--- src/rtl/regfile_pkg.sv ---
// Shared defaults and packing helper for the multi-port register file.
// The top and the read-port sub-module both import this package.
package regfile_pkg;

  localparam int DEF_DATA_W = 32;
  localparam int DEF_ADDR_W = 5;
  localparam int DEF_NUM_RD = 2;

  // LSB position of port 'port' inside a packed bus of 'width'-bit slices
  function automatic int pack_lsb(input int port, input int width);
    return port * width;
  endfunction

endpackage

--- src/rtl/regfile_read_port.sv ---
// One registered read port: address compare, write-first bypass, zero-register gating.
// Array data and next-cycle busy state are selected by the parent and handed in here.
module regfile_read_port
  import regfile_pkg::*;
#(
  parameter int DATA_W   = DEF_DATA_W,
  parameter int ADDR_W   = DEF_ADDR_W,
  parameter int ZERO_REG = 1
) (
  input  logic              clk,
  input  logic              rst_n,
  input  logic [ADDR_W-1:0] rd_addr,
  input  logic [DATA_W-1:0] array_data,
  input  logic              busy_next,
  input  logic              wr_en,
  input  logic [ADDR_W-1:0] wr_addr,
  input  logic [DATA_W-1:0] wr_data,
  output logic [DATA_W-1:0] rd_data,
  output logic              rd_busy
);

  logic              bypass_hit;
  logic              zero_hit;
  logic [DATA_W-1:0] data_d;
  logic              busy_d;

  assign bypass_hit = wr_en && (wr_addr == rd_addr);
  assign zero_hit   = (ZERO_REG != 0) && (rd_addr == '0);

  // zero gating overrides bypass so a discarded write to r0 never leaks out
  always_comb begin
    data_d = array_data;
    busy_d = busy_next;
    if (bypass_hit) begin
      data_d = wr_data;
    end
    if (zero_hit) begin
      data_d = '0;
      busy_d = 1'b0;
    end
  end

  always_ff @(posedge clk or negedge rst_n) begin
    if (!rst_n) begin
      rd_data <= '0;
      rd_busy <= 1'b0;
    end else begin
      rd_data <= data_d;
      rd_busy <= busy_d;
    end
  end

endmodule

--- src/rtl/register_file_mp.sv ---
// Multi-read-port register file with per-register pending (busy) scoreboard.
// The array and scoreboard live here; each read port is a regfile_read_port instance.
module register_file_mp
  import regfile_pkg::*;
#(
  parameter int DATA_W   = DEF_DATA_W,
  parameter int ADDR_W   = DEF_ADDR_W,
  parameter int NUM_RD   = DEF_NUM_RD,
  parameter int ZERO_REG = 1
) (
  input  logic                     clk,
  input  logic                     rst_n,
  input  logic                     wr_en,
  input  logic [ADDR_W-1:0]        wr_addr,
  input  logic [DATA_W-1:0]        wr_data,
  input  logic                     rsv_en,
  input  logic [ADDR_W-1:0]        rsv_addr,
  input  logic [NUM_RD*ADDR_W-1:0] rd_addr,
  output logic [NUM_RD*DATA_W-1:0] rd_data,
  output logic [NUM_RD-1:0]        rd_busy
);

  localparam int DEPTH = 2 ** ADDR_W;

  logic [DATA_W-1:0] regs [DEPTH];
  logic [DEPTH-1:0]  busy_q;
  logic [DEPTH-1:0]  busy_d;
  logic              wr_eff;

  assign wr_eff = wr_en && !((ZERO_REG != 0) && (wr_addr == '0));

  always_ff @(posedge clk or negedge rst_n) begin
    if (!rst_n) begin
      for (int k = 0; k < DEPTH; k++) begin
        regs[k] <= '0;
      end
    end else if (wr_eff) begin
      regs[wr_addr] <= wr_data;
    end
  end

  // reservation is applied after the write-clear so a same-address pair stays busy
  always_comb begin
    busy_d = busy_q;
    if (wr_en) begin
      busy_d[wr_addr] = 1'b0;
    end
    if (rsv_en) begin
      busy_d[rsv_addr] = 1'b1;
    end
    if (ZERO_REG != 0) begin
      busy_d[0] = 1'b0;
    end
  end

  always_ff @(posedge clk or negedge rst_n) begin
    if (!rst_n) begin
      busy_q <= '0;
    end else begin
      busy_q <= busy_d;
    end
  end

  for (genvar i = 0; i < NUM_RD; i++) begin : g_port
    logic [ADDR_W-1:0] port_addr;

    assign port_addr = rd_addr[pack_lsb(i, ADDR_W) +: ADDR_W];

    regfile_read_port #(
      .DATA_W   (DATA_W),
      .ADDR_W   (ADDR_W),
      .ZERO_REG (ZERO_REG)
    ) u_port (
      .clk        (clk),
      .rst_n      (rst_n),
      .rd_addr    (port_addr),
      .array_data (regs[port_addr]),
      .busy_next  (busy_d[port_addr]),
      .wr_en      (wr_en),
      .wr_addr    (wr_addr),
      .wr_data    (wr_data),
      .rd_data    (rd_data[pack_lsb(i, DATA_W) +: DATA_W]),
      .rd_busy    (rd_busy[i])
    );
  end

endmodule

--- config.mk ---
export PLATFORM = sky130hd
export DESIGN_NAME = register_file_mp
export DESIGN_NICKNAME = d
export VERILOG_FILES = /design/src/rtl/regfile_pkg.sv /design/src/rtl/regfile_read_port.sv /design/src/rtl/register_file_mp.sv
export SDC_FILE = /design/constraint.sdc
export NUM_CORES = 2
export LEC_CHECK = 0
export BUFFER_PORTS_ARGS = -buffer_cell sky130_fd_sc_hd__clkbuf_2
export CAP_MARGIN = 10
export CORE_ASPECT_RATIO = 1.75
export CORE_MARGIN = 5
export CORE_UTILIZATION = 57
export DETAILED_ROUTE_END_ITERATION = 8
export PLACE_DENSITY = 0.76
export SYNTH_ARGS = -nofsm -noshare
export SYNTH_HDL_FRONTEND = slang
export SYNTH_SLANG_ARGS = --single-unit
--- constraint.sdc ---
create_clock -name clk -period 1.8 [get_ports clk]
set_clock_uncertainty 0.1 [all_clocks]
set_input_delay 0 -clock clk [delete_from_list [all_inputs] [get_ports clk]]
set_output_delay 0 -clock clk [all_outputs]
set_load 0.03 [all_outputs]
==> results.txt <==
----------------------------------------------------
[Placed design]
  Post-placement cell area ... 0.06614 mm2
  HPWL Detailed ... 126900 um
  Input/output buffers ... between 100 and 150
  Gpl congestion ... 0.9412

[CTS]
  Maximum level of the CTS H-tree ... 3
  Clk sinks ... between 1000 and 1500
  Clock slew at the register clock pins of the worst setup and hold paths ... 70 ps
  TritonCTS clock tree ... done
  Root buf cell ... sky130_fd_sc_hd__clkbuf_16
  CTS max path bufs ... 3
  Total clock buffers created by CTS ... between 100 and 150
  Insertion delay of the later-clocked pin in the worst-skew pair ... 740 ps

[Global route]
  Number of global-route vias before repair ... ~43000
  Wire length of the first global-routing pass ... about 280000 um
  Global-route total usage across every layer ... 35.25%
  Largest net degree at the start of global routing ... roughly 120
  GR Overflow Total ... 0
  Number of antenna violations at the first check in global routing ... 6

[Layout]
  Area Overhead vs Synth ... 20.55%
  Total Nets Final ... 4411
  Filler Cell Count ... between 6000 and 7000
  Combined area of the multi-input logic cells ... roughly 0.029 mm2
  Area used by sequential logic in the layout ... ~0.028 mm2
  Commonest non-fill, non-tap cell in the layout ... sky130_fd_sc_hd__dfrtp_1
  Post-Layout Inst Area ... 0.07080 mm2
  Share of final-layout standard cells stronger than drive strength 1 ... 60.16%
  Top library cells by usage in the layout, fill and taps aside ... sky130_fd_sc_hd__dfrtp_1 (1121), sky130_fd_sc_hd__mux2_2 (961), sky130_fd_sc_hd__mux4_2 (603)

[Die]
  Starting utilization of the core area ... 57.47%
  Die Span Y ... 434.6 um
  Core area ... 0.1022 mm2
  Die Wd ... 252.7 um
  Total Die Area ... 0.1098 mm2
  Top-level I/O count ... 122
  Std cell rows ... about 160

[Detailed routing]
  Routed wire per std cell ... approximately 33 um
  Aggregate routed wire length ... approximately 190000 um
  Vias ... 39990
  Count of TritonRoute iterations in the first routing pass ... 6
  Number of remaining DRC errors ... 0
  First DRT Iteration DRCs ... 4049
  Vias per std cell ... 6.924
  Remaining antenna violation count after routing ... 0

[Critical path]
  Internal reg-to-reg setup slack ... -270 ps
  Type of the setup path with the least slack ... flop to flop
  Source of the worst register-to-register timing path ... regs[287]
  Maximum fanout along the worst path ... 2
  Arrival time of data at the critical path endpoint ... 2560 ps
  Endpoint class of the critical path ... flop
  Critical path launch point type ... flop
  Required time at the endpoint of the critical path ... around 2300 ps
  Source of the critical timing path ... regs[287]

[Synth]
  Flip-flop and latch count after synthesis ... around 1100
  Post-synth EDFFs ... 0
  Synth top area share ... 47.76%
  Net Count, Synth ... 3863
  Cell types occupying the most area after synthesis ... sky130_fd_sc_hd__dfrtp_1 (48%), sky130_fd_sc_hd__mux4_2 (23%), sky130_fd_sc_hd__mux2_2 (18%), sky130_fd_sc_hd__mux2i_1 (2.0%), sky130_fd_sc_hd__clkbuf_1 (1.6%)
  Cell count after synthesis ... 3807
  Yosys warns ... 0
  Post-Synthesis Cell Area ... 0.05873 mm2
  Proportion of synthesized chip area in sequential cells ... roughly 48%
  Number of distinct library cells after synthesis ... 62
  Top_reg_cell synth ... sky130_fd_sc_hd__dfrtp_1
  Syn_area_per_cell ... 15.43 um2
  Yosys top cell by area ... sky130_fd_sc_hd__dfrtp_1
  Async SR Flop Fraction ... 100.0%

[STA]
  Fin. max-slew vios ... 0
  Hold slack ... -11.68 ps
  RSZ-0062 raised after global routing ... true
  Total negative setup slack ... -3531 ps
  Tightest slew margin relative to the limit ... 42.29%
  Setup violators final ... 50
  Final Hold Vio Count ... 1
  Highest clock rate ... 482.7 MHz
  Final min period ... about 2100 ps
  Post-route worst setup slack ... -271.6 ps
  Final worst-path cycle share ... 115.1%
  Transition at the pin with the smallest max-transition slack ... 865.7 ps

[Worst hold path]
  Launch point of the worst hold path ... wr_addr[0]
  Hold/Removal Path Class ... primary input to flop

[Job]
  Number of max-cap violations ... 0

[Pwr]
  Pwr dens ... 1060 mW/mm2
  Static Leakage ... 31.61 nW
  Worst-case vdd ir drop ... 1.096 mV
  Final total power ... 75.02 mW

[Status]
  Run status ... finished with violations
  Failing checks ... hold timing, setup timing

----------------------------------------------------
-- state kept, by name, summed over array words and instances, names as in the netlist --
signal / count
g_port.u_port.rd_data: 64
g_port.u_port.rd_busy: 2
busy_q: 31
regs: 1024
-- kinds of logic (layout without fill, tap and decap cells) --
kind of cell	count (synthesis)	in the layout	share of synthesized area (%)
flip-flops	1121	1121	47.76
buffers and inverters	449	1080	3.538
AO/OA/AOI/OAI	181	181	2.175
other	0	3	0
XOR/XNOR	10	10	0.1491
multiplexers	1679	1679	43.51
AND/OR/NAND/NOR	367	367	2.867
-- worst max-delay path: stages, from the launching register on --
cell and delay [ps]:
sky130_fd_sc_hd__dfrtp_1 400, sky130_fd_sc_hd__buf_6 120, sky130_fd_sc_hd__mux4_2 490, sky130_fd_sc_hd__mux4_2 550
sky130_fd_sc_hd__mux2i_2 210, sky130_fd_sc_hd__a211oi_1 100
-- synthesized netlist by cell type (3+ instances only) --
cell and count:
sky130_fd_sc_hd__a211oi_1 89, sky130_fd_sc_hd__a21boi_0 3, sky130_fd_sc_hd__a21oi_1 32, sky130_fd_sc_hd__a22o_1 15
sky130_fd_sc_hd__a22oi_1 4, sky130_fd_sc_hd__and2_1 8, sky130_fd_sc_hd__and3_1 27, sky130_fd_sc_hd__buf_1 45
sky130_fd_sc_hd__buf_2 89, sky130_fd_sc_hd__buf_4 35, sky130_fd_sc_hd__buf_6 20, sky130_fd_sc_hd__clkbuf_1 246
sky130_fd_sc_hd__dfrtp_1 1121, sky130_fd_sc_hd__inv_1 11, sky130_fd_sc_hd__mux2_2 961, sky130_fd_sc_hd__mux2i_1 115
sky130_fd_sc_hd__mux4_2 603, sky130_fd_sc_hd__nand2_1 187, sky130_fd_sc_hd__nand2b_1 7, sky130_fd_sc_hd__nand3_1 4
sky130_fd_sc_hd__nand4_1 4, sky130_fd_sc_hd__nand4b_1 5, sky130_fd_sc_hd__nor2_1 89, sky130_fd_sc_hd__nor2b_1 4
sky130_fd_sc_hd__nor3_1 8, sky130_fd_sc_hd__nor3b_1 3, sky130_fd_sc_hd__o211ai_1 5, sky130_fd_sc_hd__o21ai_0 12
sky130_fd_sc_hd__o22ai_1 3, sky130_fd_sc_hd__xor2_1 8
-- stage by stage --
step           setup WS (ps)  util (%)  cells
2_1_floorplan          1.744         -   3807
3_5_place_dp          -449.9     64.72   5512
4_1_cts               -258.6     69.01   5763
5_1_grt               -269.9     69.27   5773
6_report              -271.6     69.27   5775
3_3_place_gp          -496.7     64.72   5512
-- report_power, final --
| group | internal [mW] | leakage (nW) | switching (mW) |
|---|---|---|---|
| combinational | 11.2 | 15.6 | 7.30 |
| clock | 12.6 | 1.70 | 10.1 |
| sequential | 30.1 | 14.4 | 3.72 |
-- metal layers --
metal | up-vias | wire (um) | GRT usage (%) | part of all wire [%]
met5 | - | 0 | 0 | 0
met4 | 0 | 16890 | 24.59 | 8.8
met3 | 763 | 14380 | 5.852 | 7.5
met2 | 2243 | 94760 | 57.89 | 50
met1 | 21300 | 65310 | 42.74 | 34
li1 | 15680 | - | - | -
-- worst paths after layout --
kind | cells after the start | end
setup / recovery | 5 | g_port[0].u_port.rd_data[31]
hold / removal | 6 | busy_q[10]
setup reg to reg | 5 | g_port[0].u_port.rd_data[31]
hold reg to reg | 0 | regs[993]
max in group asynchronous | 6 | g_port[1].u_port.rd_data[31]
min in group asynchronous | 4 | regs[266]
-- cell type report --
class,count,share of cell area [%]
Antenna cell,3,0.01060
Clock buffer,149,4.254
Clock inverter,38,0.5902
Inverter,14,0.08836
Multi-Input combinational cell,2237,41.25
Sequential cell,1121,39.62
Tap cell,1334,2.357
Timing Repair Buffer,879,11.83
-- what timing repair did --
item / 4_1_cts / 5_1_grt
buffers inserted: 13 / 13
pin swaps: 31 / 27
hold buffers: 63 / 2
resized for setup: 70 / 53
setup endpoints to repair: 55 / 140
hold endpoints to repair: 2135 / 3
No activity file was read; power rests on OpenSTA's default activity.
